===== config.mk =====
export PLATFORM = sky130hd
export DESIGN_NAME = guess_sequencer
export DESIGN_NICKNAME = d
export VERILOG_FILES = /design/src/rtl/hangman_pkg.sv /design/src/rtl/guess_sequencer_word_counter.sv /design/src/rtl/guess_sequencer.sv
export SDC_FILE = /design/constraint.sdc
export NUM_CORES = 1
export LEC_CHECK = 0
export CORE_ASPECT_RATIO = 1.4
export CORE_MARGIN = 2
export CORE_UTILIZATION = 42
export DETAILED_ROUTE_END_ITERATION = 10
export GPL_TIMING_DRIVEN = 0
export PLACE_DENSITY = 0.77
export SYNTH_ARGS = -nofsm -noshare
export SYNTH_HDL_FRONTEND = slang
export SYNTH_SLANG_ARGS = --single-unit

===== constraint.sdc =====
create_clock -name clk -period 2.95 [get_ports clk]
set_input_delay 0.885 -clock clk [delete_from_list [all_inputs] [get_ports clk]]
set_output_delay 0.885 -clock clk [all_outputs]
set_load 0.02 [all_outputs]

===== src/rtl/hangman_pkg.sv =====
// hangman_pkg: shared game-state codes, load codes and guess_sequencer state encoding
package hangman_pkg;
  localparam int NUM_LETTERS = 26;
  localparam logic [4:0] START_CODE = 5'd26;
  typedef enum logic [1:0] {GS_START, GS_INGAME, GS_WINGAME, GS_LOSTGAME} game_state_e;
  typedef enum logic [2:0] {S_IDLE, S_FETCH, S_START, S_ISSUE, S_SETTLE, S_PLAY, S_OVER} seq_state_e;
endpackage


===== src/rtl/guess_sequencer_word_counter.sv =====
// word_counter: free-running modulo-WORD_COUNT counter used to pick the next word
module word_counter #(
  parameter int WORD_COUNT = 16,
  parameter int ADDR_W = 4
) (
  input  logic              clk,
  input  logic              reset,
  output logic [ADDR_W-1:0] count
);
  logic [ADDR_W-1:0] count_q, count_d;
  always_comb count_d = (count_q == ADDR_W'(WORD_COUNT - 1)) ? '0 : count_q + 1'b1;
  always_ff @(posedge clk) count_q <= reset ? '0 : count_d;
  assign count = count_q;
endmodule


===== src/rtl/guess_sequencer.sv =====
// guess_sequencer: sequences word fetch, start load and filtered guess loads into game_handler
module guess_sequencer
  import hangman_pkg::*;
#(
  parameter int WORD_COUNT = 16,
  parameter int ADDR_W = 4,
  parameter int SETTLE = 2
) (
  input  logic                   clk,
  input  logic                   reset,
  input  logic                   new_game,
  input  logic                   key_valid,
  input  logic [4:0]             key_code,
  output logic                   key_ready,
  output logic [ADDR_W-1:0]      rom_addr,
  input  logic [NUM_LETTERS-1:0] rom_mask,
  output logic [NUM_LETTERS-1:0] mask,
  output logic                   load,
  output logic [4:0]             load_x,
  input  logic [1:0]             game_state,
  output logic [NUM_LETTERS-1:0] tried,
  output logic                   repeat_pulse,
  output logic                   busy
);
  localparam int CW = $clog2(SETTLE + 1);
  localparam logic [CW-1:0] LAST = CW'(SETTLE - 1);
  seq_state_e state_q, state_d;
  logic [CW-1:0] cnt_q, cnt_d;
  logic [ADDR_W-1:0] rom_addr_q, rom_addr_d, word_ctr;
  logic [NUM_LETTERS-1:0] mask_q, mask_d, tried_q, tried_d, key_bit;
  logic [4:0] load_x_q, load_x_d;
  logic repeat_q, repeat_d;
  logic key_ok, key_rep, fetch_last, accept_ng, guess;

  word_counter #(.WORD_COUNT(WORD_COUNT), .ADDR_W(ADDR_W)) u_word_counter (
    .clk(clk), .reset(reset), .count(word_ctr)
  );

  always_ff @(posedge clk) begin
    if (reset) begin
      state_q    <= S_IDLE;
      cnt_q      <= '0;
      rom_addr_q <= '0;
      mask_q     <= '0;
      load_x_q   <= '0;
      tried_q    <= '0;
      repeat_q   <= 1'b0;
    end else begin
      state_q    <= state_d;
      cnt_q      <= cnt_d;
      rom_addr_q <= rom_addr_d;
      mask_q     <= mask_d;
      load_x_q   <= load_x_d;
      tried_q    <= tried_d;
      repeat_q   <= repeat_d;
    end
  end

  always_comb begin
    key_bit    = NUM_LETTERS'(1) << key_code;
    key_ok     = key_valid && (key_code < START_CODE);
    key_rep    = |(tried_q & key_bit);
    fetch_last = (state_q == S_FETCH) && (cnt_q == CW'(1));
    accept_ng  = new_game && (state_q inside {S_IDLE, S_OVER, S_PLAY});
    guess      = (state_q == S_PLAY) && !new_game && key_ok && !key_rep;
  end

  always_comb begin
    state_d = state_q;
    case (state_q)
      S_IDLE, S_OVER: state_d = new_game ? S_FETCH : state_q;
      S_FETCH:        state_d = fetch_last ? S_START : S_FETCH;
      S_START,
      S_ISSUE:        state_d = S_SETTLE;
      S_SETTLE:       state_d = (cnt_q != LAST) ? S_SETTLE :
                                (game_state == GS_INGAME) ? S_PLAY : S_OVER;
      S_PLAY:         state_d = new_game ? S_FETCH : guess ? S_ISSUE : S_PLAY;
      default:        state_d = S_IDLE;
    endcase
  end

  // cnt times both the FETCH and SETTLE phases and restarts on every state change
  always_comb begin
    cnt_d      = ((state_q inside {S_FETCH, S_SETTLE}) && state_d == state_q) ? cnt_q + 1'b1 : '0;
    rom_addr_d = accept_ng ? word_ctr : rom_addr_q;
    mask_d     = fetch_last ? rom_mask : mask_q;
    load_x_d   = fetch_last ? START_CODE : guess ? key_code : load_x_q;
    tried_d    = (state_q == S_START) ? '0 : guess ? (tried_q | key_bit) : tried_q;
    repeat_d   = (state_q == S_PLAY) && !new_game && key_ok && key_rep;
  end

  always_comb begin
    load      = state_q inside {S_START, S_ISSUE};
    busy      = state_q inside {S_FETCH, S_START, S_ISSUE, S_SETTLE};
    key_ready = state_q == S_PLAY;
  end

  assign rom_addr     = rom_addr_q;
  assign mask         = mask_q;
  assign load_x       = load_x_q;
  assign tried        = tried_q;
  assign repeat_pulse = repeat_q;
endmodule

==> flow_summary.yaml <==
setup_path:
  critPathKind: "in -> reg"
  crit_start: "key_code[1]"
  critical_path_peak_fanout: 10
  r2r-end: "tried[1]$_SDFFE_PP0N_"
  crit_path_end_kind: "flip-flop"
  cp-start-kind: "input pin"
  crit_required_ps: 3250
  arrival_ps: 3240
  rrSetupSlack_ps: 570
  reg2reg_depth: 8
  reg2reg_from: "state_q[0]$_SDFF_PP0_"
  critPathCapture: "tried[1]$_SDFFE_PP0N_"
grt:
  met3_usage: 0.0648
  antenna_found_initial: 0
  grt.total_usage: 0.226
  grt_pass1_wl_um: 15000
  top_usage_layer: "met2"
  grt_remaining_overflow: 0
  first_global_vias: 3190
  grt_start_max_net_pins: 14
  use_met2: 0.402
  grt_util_met1: 0.244
logic_synthesis:
  synth.mux.area_fraction: 0.0288
  ys_types: 49
  synth_xor_area_frac: 0.00553
  synth_seq_cells: 71
  syn_area_per_cell_sq_um: 8.43
  synth_fa_ha_area_frac: 0.00790
  synth_simple_gate_area_frac: 0.274
  ys_warn_count: 0
  synth_top_family_by_area: "simple AND/OR/NAND/NOR gates"
  syn-num-nets: 415
  synth-seq-area-share: 0.448
  synth-edff-count: 0
  async_reset_ff_frac: 0
  netlist_instances: 376
  synth_compound_area_frac: 0.179
  ys.flop_type: "dfxtp_1"
  syn_area_sq_um: 3170
place:
  globalplace.congestion: 0.922
  dp_hpwl_um: 6840
  io_buffers: 99
  place_ws_ps: -1030
timing:
  max_slew.worst_pin.slew_ps: 757
  hold_viol_final: 0
  slew_violations: 0
  max-slew-margin-rel: 0.495
  tns_ps: 0
  skew_ps: 12.1
  max_freq_mhz: 340
  fin_crit_sh: 0.996
  layout_setup_ws_ps: 12.5
  fin_crit_ps: 2940
  setup_violations: 0
flow_run:
  maxCapViolCount: 0
hold_path:
  hp-class: "reg -> reg"
detailed_routing:
  viasPerCell: 5.48
  dr.pass1.iters: 4
  postRouteAntennaNets: 0
  vias: 3244
  wl_per_cell_um: 16.2
  drc: 0
  dr.first_iter.drc_count: 174
  routed_wl_um: 9580
clock_network:
  h-tree-depth: 3
  cts_sinks: 71
  insertion_delay_ps: 350
  path_clk_slew_ps: 80
  clock_path_buffers: 2
  cts_tree: "built"
  cts_root_buf: "clkbuf_8"
  numCtsBuffers: 9
die:
  coreArea_sq_um: 7310
  die_y_um: 107
  io_pins: 102
  die_w_um: 77.4
  rows: 37
  dieArea_sq_um: 8270
  initial_core_util: 0.433
power:
  cellLeakagePower_nw: 1.59
  intPower_w: 0.00152
  combinationalPowerShare: 0.085
  p_switching_w: 0.000487
  peakVddDrop_v: 0.000272
  seqPwrFrac: 0.483
  switching_share: 0.242
  powerDensity_nw_per_um2: 418
  p_clk_frac: 0.431
layout:
  drive_above_1_share: 0.145
  nets: 529
  syn_to_final_growth_pct: 51.5
  antenna_cells: 0
status:
  status: "finished, final reports clean"
logic make-up after synthesis:
logic type	Yosys count
AND/OR/NAND/NOR	163
multiplexers	9
adder cells (fa/ha/maj)	2
XOR/XNOR	2
buffers and inverters	38
flip-flops	71
AO/OA/AOI/OAI	91
worst min path at each step:
stage | start | depth (start not counted) | endpoint
final | cnt_q[0]$_SDFF_PP0_ | 1 | cnt_q[0]$_SDFF_PP0_
after global routing | cnt_q[0]$_SDFF_PP0_ | 1 | cnt_q[0]$_SDFF_PP0_
after CTS | cnt_q[0]$_SDFF_PP0_ | 1 | cnt_q[0]$_SDFF_PP0_
after detailed placement | cnt_q[0]$_SDFF_PP0_ | 1 | cnt_q[0]$_SDFF_PP0_
after global placement | cnt_q[0]$_SDFF_PP0_ | 1 | cnt_q[0]$_SDFF_PP0_
after floorplan | cnt_q[0]$_SDFF_PP0_ | 1 | cnt_q[0]$_SDFF_PP0_
state kept, by name, indices dropped and copies added, names as in the netlist:
| register | cells |
|---|---|
| repeat_pulse | 1 |
| u_word_counter.count | 4 |
| mask | 26 |
| rom_addr | 4 |
| cnt_q | 2 |
| state_q | 3 |
| tried | 26 |
| load_x | 5 |
power by group through the flow:
stage	combinational, W	sequential (W)	clock [W]
6_report	0.000171	0.000971	0.000867
5_1_grt	0.000184	0.000973	0.000929
4_1_cts	0.000164	0.000971	0.000874
3_5_place_dp	0.000156	0.000994	0
3_3_place_gp	0.000154	0.000993	0
2_1_floorplan	0.0000745	0.000996	0
stage by stage:
| stage | total power, W | util | instances | hold WS [ps] | cell area (sq um) |
|---|---|---|---|---|---|
| floorplan | 0.00107 | - | 376 | 399 | 3210 |
| global placement | 0.00115 | 0.591 | 572 | 406 | 4320 |
| detailed placement | 0.00115 | 0.591 | 572 | 418 | 4320 |
| CTS | 0.00201 | 0.641 | 589 | 429 | 4690 |
| global route | 0.00209 | 0.656 | 592 | 446 | 4800 |
| finish | 0.00201 | 0.656 | 592 | 429 | 4800 |
cells in the final DEF, fill, tap and decap left out, drive strengths merged, types with 9 or more instances in the layout:
cell | synthesis | layout
a21oi | 40 | 40
buf | 11 | 15
clkbuf | 20 | 33
clkdlybuf4s50 | 0 | 95
dfxtp | 71 | 71
nand2 | 62 | 62
nor2 | 13 | 13
nor2b | 9 | 9
nor3 | 10 | 10
nor4 | 21 | 21
o21a | 26 | 26
o21ai | 9 | 9
Yosys cell counts, types with 8 or more instances:
library cell   n  area share
nand2_1       62       0.073
nor4_1        21       0.041
mux2i_1        8       0.025
nor2_1        13       0.015
nor2b_1        9       0.018
a21oi_1       40       0.063
nor3_1        10       0.016
o21ai_0        8       0.013
dfxtp_1       71        0.45
o21a_1        26       0.062
clkbuf_1      20       0.024
layer usage:
| layer | routed length (um) | vias to the layer above |
|---|---|---|
| met2 | 5030 | 120 |
| li1 | - | 1569 |
| met4 | 264 | 0 |
| met1 | 3660 | 1529 |
| met3 | 637 | 26 |
| met5 | 0 | - |
repair_timing:
| item | CTS | global route |
|---|---|---|
| hold buffers | 0 | 0 |
| buffers inserted | 2 | 1 |
| setup endpoints to repair | 36 | 34 |
| cloned | 0 | 2 |
| resized for setup | 39 | 28 |
| pin swaps | 6 | 3 |
critical path: stages:
cell	delay, ps
buf_6	100
buf_6	120
and3b_2	220
and3_4	170
or4_4	540
or4_4	570
buf_12	190
nor4_1	270
o21a_1	160
cell type report:
class | instances | area, sq um
Multi-Input combinational cell | 267 | 1780
Clock inverter | 7 | 96.3
Sequential cell | 71 | 1420
Timing Repair Buffer | 104 | 1030
Clock buffer | 9 | 124
Buffer | 30 | 198
Inverter | 7 | 26.3
Tap cell | 97 | 121
Fill cell | 672 | 2510
Power figures use the tool's default switching activity.
